$ cat src/rtl/mem_stage_pkg.sv
// Shared definitions for the MEM stage: bus widths, load_op encodings and bus layouts.
// The MS_LWLR_EN build option is consumed by ms_load_align and mem_stage.
package mem_stage_pkg;

   localparam int unsigned ES_TO_MS_BUS_WD = 123;
   localparam int unsigned MS_TO_WS_BUS_WD = 85;
   localparam int unsigned STALL_BUS_WD    = 10;
   localparam int unsigned FORWARD_BUS_WD  = 33;

   typedef enum logic [2:0] {
      LOAD_LW     = 3'd0,
      LOAD_LB     = 3'd1,
      LOAD_LBU    = 3'd2,
      LOAD_LH     = 3'd3,
      LOAD_LHU    = 3'd4,
      LOAD_LWL    = 3'd5,
      LOAD_LWR    = 3'd6,
      LOAD_LW_ALT = 3'd7
   } load_op_e;

   typedef struct packed {
      logic        exc_sys;
      logic        eret;
      logic        cp0_wen;
      logic        res_from_cp0;
      logic [7:0]  cp0_addr;
      load_op_e    load_op;
      logic        mem_req;
      logic [1:0]  ea_lo;
      logic [31:0] rt_value;
      logic [3:0]  gr_we;
      logic [4:0]  dest;
      logic [31:0] alu_result;
      logic [31:0] pc;
   } es_to_ms_t;

   typedef struct packed {
      logic        exc_sys;
      logic        eret;
      logic        cp0_wen;
      logic        res_from_cp0;
      logic [7:0]  cp0_addr;
      logic [3:0]  gr_we;
      logic [4:0]  dest;
      logic [31:0] final_result;
      logic [31:0] pc;
   } ms_to_ws_t;

   // Widen a byte (half=0, data[7:0]) or halfword (half=1) to 32 bits.
   function automatic logic [31:0] extend_load(input logic [15:0] data, input logic half,
                                               input logic is_signed);
      logic fill;
      fill = is_signed && (half ? data[15] : data[7]);
      return half ? {{16{fill}}, data} : {{24{fill}}, data[7:0]};
   endfunction

endpackage

$ cat src/rtl/mem_stage_load_align.sv
// ms_load_align: combinational load-data extraction and extension for the MEM stage.
// With MS_LWLR_EN defined, LWL/LWR merge with rt_value and narrow gr_we per byte.
module ms_load_align
   import mem_stage_pkg::*;
(
   input  logic [31:0] rdata,
   input  logic [1:0]  ea_lo,
   input  load_op_e    load_op,
   input  logic [31:0] rt_value,
   input  logic [3:0]  gr_we_in,
   output logic [31:0] result,
   output logic [3:0]  gr_we_out
);

   logic [7:0]  byte_sel;
   logic [15:0] half_sel;

   assign byte_sel = rdata[{ea_lo, 3'b000} +: 8];
   assign half_sel = ea_lo[1] ? rdata[31:16] : rdata[15:0];

   always_comb begin
      result    = rdata;
      gr_we_out = gr_we_in;
      case (load_op)
         LOAD_LB:  result = extend_load({8'h00, byte_sel}, 1'b0, 1'b1);
         LOAD_LBU: result = extend_load({8'h00, byte_sel}, 1'b0, 1'b0);
         LOAD_LH:  result = extend_load(half_sel, 1'b1, 1'b1);
         LOAD_LHU: result = extend_load(half_sel, 1'b1, 1'b0);
`ifdef MS_LWLR_EN
         LOAD_LWL: begin
            case (ea_lo)
               2'd0:    begin result = {rdata[7:0],  rt_value[23:0]}; gr_we_out = 4'b1000; end
               2'd1:    begin result = {rdata[15:0], rt_value[15:0]}; gr_we_out = 4'b1100; end
               2'd2:    begin result = {rdata[23:0], rt_value[7:0]};  gr_we_out = 4'b1110; end
               default: begin result = rdata;                         gr_we_out = 4'b1111; end
            endcase
         end
         LOAD_LWR: begin
            case (ea_lo)
               2'd0:    begin result = rdata;                           gr_we_out = 4'b1111; end
               2'd1:    begin result = {rt_value[31:24], rdata[31:8]};  gr_we_out = 4'b0111; end
               2'd2:    begin result = {rt_value[31:16], rdata[31:16]}; gr_we_out = 4'b0011; end
               default: begin result = {rt_value[31:8],  rdata[31:24]}; gr_we_out = 4'b0001; end
            endcase
         end
`endif
         default: ;
      endcase
   end

`ifndef MS_LWLR_EN
   logic unused_rt;
   assign unused_rt = ^rt_value;
`endif

endmodule

$ cat src/rtl/mem_stage.sv
// mem_stage: MEM pipeline stage between EX and WB; waits for data-SRAM responses,
// buffers early responses, drops responses of flushed requests. Option: MS_LWLR_EN.
module mem_stage
   import mem_stage_pkg::*;
(
   input  logic                       clk,
   input  logic                       reset,
   input  logic                       flush,
   input  logic                       ws_allowin,
   output logic                       ms_allowin,
   input  logic                       es_to_ms_valid,
   input  logic [ES_TO_MS_BUS_WD-1:0] es_to_ms_bus,
   input  logic                       es_mem_inflight,
   input  logic                       data_sram_data_ok,
   input  logic [31:0]                data_sram_rdata,
   output logic                       ms_to_ws_valid,
   output logic [MS_TO_WS_BUS_WD-1:0] ms_to_ws_bus,
   output logic [STALL_BUS_WD-1:0]    stall_ms_bus,
   output logic [FORWARD_BUS_WD-1:0]  forward_ms_bus
);

   es_to_ms_t   ms_r;
   ms_to_ws_t   ws_bus;
   logic        ms_valid;
   logic        resp_buf_valid;
   logic [31:0] rdata_buf;
   logic [1:0]  discard_cnt;
   logic [2:0]  discard_sum;
   logic        data_ok_live;
   logic        ms_ready_go;
   logic        is_load;
   logic [31:0] load_rdata;
   logic [31:0] load_result;
   logic [3:0]  load_we;
   logic [31:0] final_result;

   // A response only belongs to the current request once all stale ones are drained.
   assign data_ok_live   = data_sram_data_ok && (discard_cnt == 2'd0);
   assign ms_ready_go    = !ms_r.mem_req || resp_buf_valid || data_ok_live;
   assign ms_allowin     = !ms_valid || (ms_ready_go && ws_allowin);
   assign ms_to_ws_valid = ms_valid && ms_ready_go;

   assign is_load    = ms_r.mem_req && (|ms_r.gr_we);
   assign load_rdata = resp_buf_valid ? rdata_buf : data_sram_rdata;

   ms_load_align u_load_align (
      .rdata     (load_rdata),
      .ea_lo     (ms_r.ea_lo),
      .load_op   (ms_r.load_op),
      .rt_value  (ms_r.rt_value),
      .gr_we_in  (ms_r.gr_we),
      .result    (load_result),
      .gr_we_out (load_we)
   );

   assign final_result = is_load ? load_result : ms_r.alu_result;

   always_comb begin
      ws_bus              = '0;
      ws_bus.exc_sys      = ms_r.exc_sys;
      ws_bus.eret         = ms_r.eret;
      ws_bus.cp0_wen      = ms_r.cp0_wen;
      ws_bus.res_from_cp0 = ms_r.res_from_cp0;
      ws_bus.cp0_addr     = ms_r.cp0_addr;
      ws_bus.gr_we        = is_load ? load_we : ms_r.gr_we;
      ws_bus.dest         = ms_r.dest;
      ws_bus.final_result = final_result;
      ws_bus.pc           = ms_r.pc;
   end

   assign ms_to_ws_bus   = ws_bus;
   assign stall_ms_bus   = {ms_valid && (|ms_r.gr_we), {4{ms_valid}} & ms_r.gr_we, ms_r.dest};
   assign forward_ms_bus = {ms_to_ws_valid, final_result};

   // Flush adds our own unanswered request plus any EX-side one; stale responses drain one each.
   always_comb begin
      discard_sum = {1'b0, discard_cnt};
      if (flush) begin
         discard_sum = discard_sum
                     + {2'b00, ms_valid && ms_r.mem_req && !resp_buf_valid && !data_ok_live}
                     + {2'b00, es_mem_inflight};
      end
      if (data_sram_data_ok && (discard_cnt != 2'd0)) begin
         discard_sum = discard_sum - 3'd1;
      end
   end

   always_ff @(posedge clk) begin
      if (reset) begin
         ms_valid       <= 1'b0;
         resp_buf_valid <= 1'b0;
         rdata_buf      <= '0;
         discard_cnt    <= '0;
         ms_r           <= '0;
      end else begin
         discard_cnt <= (discard_sum > 3'd3) ? 2'd3 : discard_sum[1:0];
         if (flush) begin
            ms_valid       <= 1'b0;
            resp_buf_valid <= 1'b0;
         end else begin
            if (ms_allowin) begin
               ms_valid <= es_to_ms_valid;
            end
            if (es_to_ms_valid && ms_allowin) begin
               ms_r <= es_to_ms_t'(es_to_ms_bus);
            end
            if (data_ok_live && ms_valid && ms_r.mem_req && !ws_allowin) begin
               resp_buf_valid <= 1'b1;
               rdata_buf      <= data_sram_rdata;
            end else if (ms_to_ws_valid && ws_allowin) begin
               resp_buf_valid <= 1'b0;
            end
         end
      end
   end

endmodule

$ cat config.mk
export PLATFORM = sky130hd
export DESIGN_NAME = mem_stage
export DESIGN_NICKNAME = d
export VERILOG_FILES = /design/src/rtl/mem_stage_pkg.sv /design/src/rtl/mem_stage_load_align.sv /design/src/rtl/mem_stage.sv
export SDC_FILE = /design/constraint.sdc
export NUM_CORES = 1
export LEC_CHECK = 0
export ABC_AREA = 1
export CORE_MARGIN = 5
export CORE_UTILIZATION = 50
export CTS_CLUSTER_SIZE = 10
export DETAILED_ROUTE_END_ITERATION = 16
export PLACE_DENSITY = 0.88
export RECOVER_POWER = 25
export SYNTH_ARGS = -nofsm -noshare
export SYNTH_HDL_FRONTEND = slang
export SYNTH_HIERARCHICAL = 1
export SYNTH_SLANG_ARGS = --single-unit
$ cat constraint.sdc
create_clock -name clk -period 5.6 [get_ports clk]
set_input_delay 1.12 -clock clk [delete_from_list [all_inputs] [get_ports clk]]
set_output_delay 1.12 -clock clk [all_outputs]
set_load 0.03 [all_outputs]
==> results of run 1 <==
layer usage:
layer  vias to the layer above  part of all wire  wire length (µm)  global-route usage
li1                       3885                 -                 -                   -
met1                      3296              0.41              8920               0.286
met2                       252              0.49             10600               0.385
met3                        35             0.076              1650              0.0672
met4                         2             0.022               470              0.0868
met5                         -           0.00032                 7                   0
tightest hold or removal path: stages, from the launching register on:
cell	delay (ns)
dfxtp_1	0.31
nand2_1	0.06
a21oi_1	0.05
cells in the final DEF (no fill, tap or decap), types with 3 or more instances in the layout:
cell,instances
nor2_1,225
o21ai_0,16
dlygate4sd3_1,55
inv_1,146
buf_4,6
clkbuf_16,17
clkdlybuf4s50_1,204
dfxtp_1,127
bufinv_16,4
nand2_1,345
clkinv_2,5
clkbuf_1,3
nand2_2,7
mux2_2,32
nand3_1,96
a21oi_1,66
registers in the layout (all words and copies together) (netlist names):
signal          count
rdata_buf          32
ms_valid            1
discard_cnt         2
ms_r               42
resp_buf_valid      1
ms_to_ws_bus       49
per-stage QoR:
stage / setup slack (ns) / instance area, µm²
finish: 0.775 / 10200
detailed placement: 0.794 / 9610
CTS: 0.778 / 10200
floorplan: 1.79 / 7840
global route: 0.466 / 10200
global placement: 0.798 / 9610
cell type report:
cell class | count | area (µm²)
clock inverter | 11 | 163
fill | 1366 | 5080
tap | 211 | 264
timing repair buffer | 267 | 2660
sequential | 127 | 2540
clock buffer | 21 | 460
inverter | 147 | 552
multi-input combinational | 799 | 3590
where the power goes:
part	internal [mW]	total [mW]	switching, mW
Clock	0.765	1.17	0.404
Sequential	0.959	0.990	0.0313
Combinational	0.340	0.845	0.506
Total	2.06	3.00	0.941
worst min path at each step:
stage / from / end / slack (ns) / cells past startpoint
floorplan: rdata_buf[1] / rdata_buf[1] / 0.44 / 2
global placement: rdata_buf[4] / rdata_buf[4] / 0.44 / 2
detailed placement: rdata_buf[19] / rdata_buf[19] / 0.45 / 2
CTS: rdata_buf[19] / rdata_buf[19] / 0.46 / 2
global route: rdata_buf[28] / rdata_buf[28] / 0.47 / 2
finish: rdata_buf[28] / rdata_buf[28] / 0.46 / 2
==> out/metrics.yaml, run 1 <==
path_cells: "clkdlybuf4s50_1 > mux2_2 > inv_1 > nand2_1 > nand2_1 > nand2_1 > nand3b_4 > nand3_1 > nor2_1 > a21oi_1 > clkdlybuf4s50_1"
grt_pass1_vias: 6892
ctsHoldBuffers: 0
cp-endpoint: "forward_ms_bus[13]"
finalCritPeriodShare: 0.862
maxSlewViolCount: 97
finalClockSkew_ns: 0.0111
via_per_inst: 4.72
fin_util: 0.668
area_delta_synth_final_pct: 30.6
max_freq_ghz: 0.207
netlist_area_um2: 7840
power_density_nw_per_um2: 294
crit_start: "data_sram_rdata[7]"
portBuffers: 259
min_period_ns: 4.82
hp-class: "reg -> reg"
die_h_um: 135
antenna_found_initial: 1
rr_startpoint: "resp_buf_valid"
synthCells: 1237
grt_max_degree: 102
setup_violations: 0
status: "finished, violations left"
drv_cap: 2
cp_top_family: "buffers and inverters"
crit_top_cell: "nand2_1"
postSynthNetCount: 1402
cts.sinks: 127
post_cts_buffers: 0
clkTransAtPathRegs_ns: 0.05
core_area_um2: 15300
wl_per_cell_um: 13.7
p_leak_nw: 5.00
finalPower_mw: 3.00
worst_pin_slew_ns: 1.84
dieWidth_um: 135
post-place-cells: 1551
cts_root_buf: "clkbuf_16"
slew_headroom: -0.225
avgSynthCellArea_um2: 6.34
crit_path_start_kind: "input port"
io_pins: 292
required_ns: 4.48
drc: 0
dr.pass1.iters: 5
crit_arrival_ns: 3.70
ir_drop_uv: 194
rsz0062_at_grt: "no"
yosys_warnings: 6
drive_gt1_frac: 0.0620
violations: "capacitance limit, slew limit"
drtIter0Drc: 556
hpwl_um: 15700
grt_pass1_wl_um: 34200
cts_resized: 0
grt_usage: 0.232
dr_total_vias: 7470
holdWs_ns: 0.460
cts.path.max_buffers: 2
postRouteAntennaNets: 0
rows: 45
die-area_um2: 18300
finalNetCount: 1524
start_util: 0.512
slowest_stage: "clkdlybuf4s50_1"
r2r_setup_slack_ns: 2.68
insertion_delay_ns: 0.42
cts_tree: "built"
path_buf_inv: 3
cpPeakStageDelay_ns: 0.74
h-tree-depth: 4
grt-ovfl-total: 0
instances_no_fill: 1583
crit_fanout: 24
r2r_cells: 16
num_antenna_cells: 0
place.gp.congestion: 0.901
cp_num_cells: 11
numCtsBuffers: 17
endpoint_kind: "primary output"
routed_wl_um: 21600
crit_type: "in -> out"
tns_ns: 0
reg2reg_to: "discard_cnt[0]"
finalHoldViolations: 0
Note: power is estimated with default switching activity, not from simulation.
==> run 2: changes to the inputs <==
--- a/config.mk
+++ b/config.mk
@@ -10,8 +10,8 @@
 export CORE_UTILIZATION = 50
 export CTS_CLUSTER_SIZE = 10
 export DETAILED_ROUTE_END_ITERATION = 16
-export PLACE_DENSITY = 0.88
-export RECOVER_POWER = 25
+export DONT_BUFFER_PORTS = 1
+export PLACE_DENSITY = 0.67
 export SYNTH_ARGS = -nofsm -noshare
 export SYNTH_HDL_FRONTEND = slang
 export SYNTH_HIERARCHICAL = 1
==> run 2 against run 1 <==
  * The run now ends clean
  * Die area did not move
  * Setup slack improved by 0.40 ns
  * Maximum frequency rose by 9.0%
  * Utilization fell by 15 points
  * Final area fell by 23%
  * Total power fell by 6.8%
  * Register-to-register slack improved by 0.16 ns
  * Sequential cell count did not move
  * Count of clock-buffer cells in the layout fell by 1
  * Global-route usage fell by 1.6 points
  * Critical path depth fell by 3
  * Largest power group unchanged
  * Clock power barely moved
==> out/metrics.yaml, run 2 (synthesized netlist as in run 1, its figures left out) <==
clkPwrFrac: 0.424  # +0.035
finalHoldViolations: 0  # unchanged
grt_pass1_vias: 6052  # -12%
wl_per_cell_um: 14.7  # +7.4%
cts_tree: "built"
fin_util: 0.514  # -0.154
portBuffers: 0  # -100%
h-tree-depth: 4  # unchanged
met1_length_um: 8250  # -7.6%
dpl_worst_slack_ns: 1.65  # +0.852 ns
num_antenna_cells: 0  # unchanged
status: "finished clean"
drc: 0  # unchanged
ir_drop_uv: 293  # +51%
finalPower_mw: 2.80  # -6.8%
numCtsBuffers: 17  # unchanged
finalClockSkew_ns: 0.00915  # -0.00194 ns
drtIter0Drc: 357  # -36%
mostFrequentLayoutCells: "345 x nand2_1, 225 x nor2_1, 145 x inv_1"
crit_top_cell: "nand2_1"
finalNetCount: 1294  # -15%
antenna_found_initial: 0  # -1
fillers: 1598  # +17%
hp-class: "reg -> reg"
grt_max_degree: 94  # -7.8%
required_ns: 4.48  # about the same
grt_pass1_wl_um: 31500  # -7.7%
power_density_nw_per_um2: 356  # +21%
setup_violations: 0  # unchanged
switching_share: 0.328  # +0.0148
ctsHoldBuffers: 0  # unchanged
rr_startpoint: "resp_buf_valid"
comb_power_share: 0.199  # -0.082
routed.top_layer: "met4"
seq_power_share: 0.377  # +0.047
reg2reg_to: "ms_r[38]"
layout_commonest_cell: "nand2_1"
post-place-cells: 1321  # -15%
path_buf_inv: 1  # -2
endpoint_kind: "primary output"
slew_headroom: 0.281  # +0.506
hpwl_um: 14200  # -9.5%
crit_arrival_ns: 3.30  # -0.40 ns
start_util: 0.512  # unchanged
via_per_inst: 4.80  # +1.6%
dr_total_vias: 6488  # -13%
rows: 45  # unchanged
post_cts_buffers: 0  # unchanged
maxSlewViolCount: 0  # -100%
core_area_um2: 15300  # unchanged
max_freq_ghz: 0.226  # +9.0%
grt_usage: 0.216  # -0.0163
cpPeakStageDelay_ns: 0.96  # +0.22 ns
postRouteAntennaNets: 0  # unchanged
grt-ovfl-total: 0  # unchanged
largest_reg_flops: 49  # unchanged
setup_slack_ns: 1.18  # +0.400 ns
cp_num_cells: 8  # -3
place.gp.congestion: 0.869  # -3.5%
r2r_cells: 6  # -10
route.met3.wl_um: 1850  # +12%
crit_type: "reg -> out"
rsz0062_at_grt: "no"
p_leak_nw: 4.04  # -19%
path_cells: "inv_2 > nand2_1 > nand2_1 > nand2_1 > nand3b_4 > nand3_1 > nor2_1 > a21oi_2"
final_area_um2: 7880  # -23%
worst_pin_slew_ns: 1.08  # -0.760 ns
finalCritPeriodShare: 0.790  # -0.0713
r2r_setup_slack_ns: 2.84  # +0.16 ns
routed_wl_um: 19800  # -8.2%
insertion_delay_ns: 0.41  # about the same
hold_depth: 2  # unchanged
slowest_stage: "dfxtp_1"
regArea_um2: 2540  # unchanged
clkTransAtPathRegs_ns: 0.06  # about the same
multi_input_area_um2: 3600  # +0.21%
area_delta_synth_final_pct: 0.511
crit_fanout: 32  # +33%
die_h_um: 135  # unchanged
dr.pass1.iters: 5  # unchanged
cts_root_buf: "clkbuf_16"
crit_path_start_kind: "register"
drive_gt1_frac: 0.103  # +0.0414
cp-endpoint: "forward_ms_bus[16]"
dr_wl_met2_um: 9290  # -12%
internal_power_mw: 1.88  # -8.8%
drv_cap: 0  # -2
crit_start: "ms_r[106]"
min_period_ns: 4.43  # -0.400 ns
power.switching_uw: 919  # -2.3%
dieWidth_um: 135  # unchanged
cp_top_family: "flip-flops"
holdWs_ns: 0.453  # -0.00756 ns
tns_ns: 0  # unchanged
cts.sinks: 127  # unchanged
cts_resized: 0  # unchanged
place_area_um2: 7250  # -25%
die-area_um2: 18300  # unchanged
io_pins: 292  # unchanged
instances_no_fill: 1353  # -15%
cts.path.max_buffers: 2  # unchanged
## run 2: power by group through the flow
stage | Clock, mW | Sequential [mW] | Combinational [mW]
3_3_place_gp | 0 | 1.08 | 0.557
3_5_place_dp | 0 | 1.08 | 0.560
2_1_floorplan | 0 | 1.00 | 0.611
5_1_grt | 1.26 | 1.06 | 0.629
6_report | 1.19 | 1.06 | 0.558
4_1_cts | 1.21 | 1.06 | 0.563
## run 2: cell type report
cell class              count  area share
multi-input cells         799       0.457
flip-flops and latches    127       0.323
inverters                 147      0.0700
clock buffers              20      0.0567
repair buffers             37      0.0368
well taps                 211      0.0335
clock inverters            12      0.0233
## run 2: worst min path at each step
| stage | from | end | slack, ns |
|---|---|---|---|
| detailed placement | rdata_buf[6] | rdata_buf[6] | 0.45 |
| finish | rdata_buf[15] | rdata_buf[15] | 0.45 |
| global placement | rdata_buf[18] | rdata_buf[18] | 0.44 |
| CTS | rdata_buf[6] | rdata_buf[6] | 0.45 |
| global route | rdata_buf[8] | rdata_buf[8] | 0.46 |
| floorplan | rdata_buf[1] | rdata_buf[1] | 0.44 |
## run 2: worst reg2reg max path: stages, from the launching register on
cell,delay [ns]
dfxtp_1,0.87
nor2_2,0.09
nand2_2,0.14
nand3_4,0.68
buf_12,0.58
nor2_1,0.22
nor2_1,0.07
## run 2: layer usage
metal,GRT usage,vias to the layer above
li1,-,3441
met2,0.350,257
met5,0,-
met4,0.0733,0
met3,0.0739,30
met1,0.268,2760
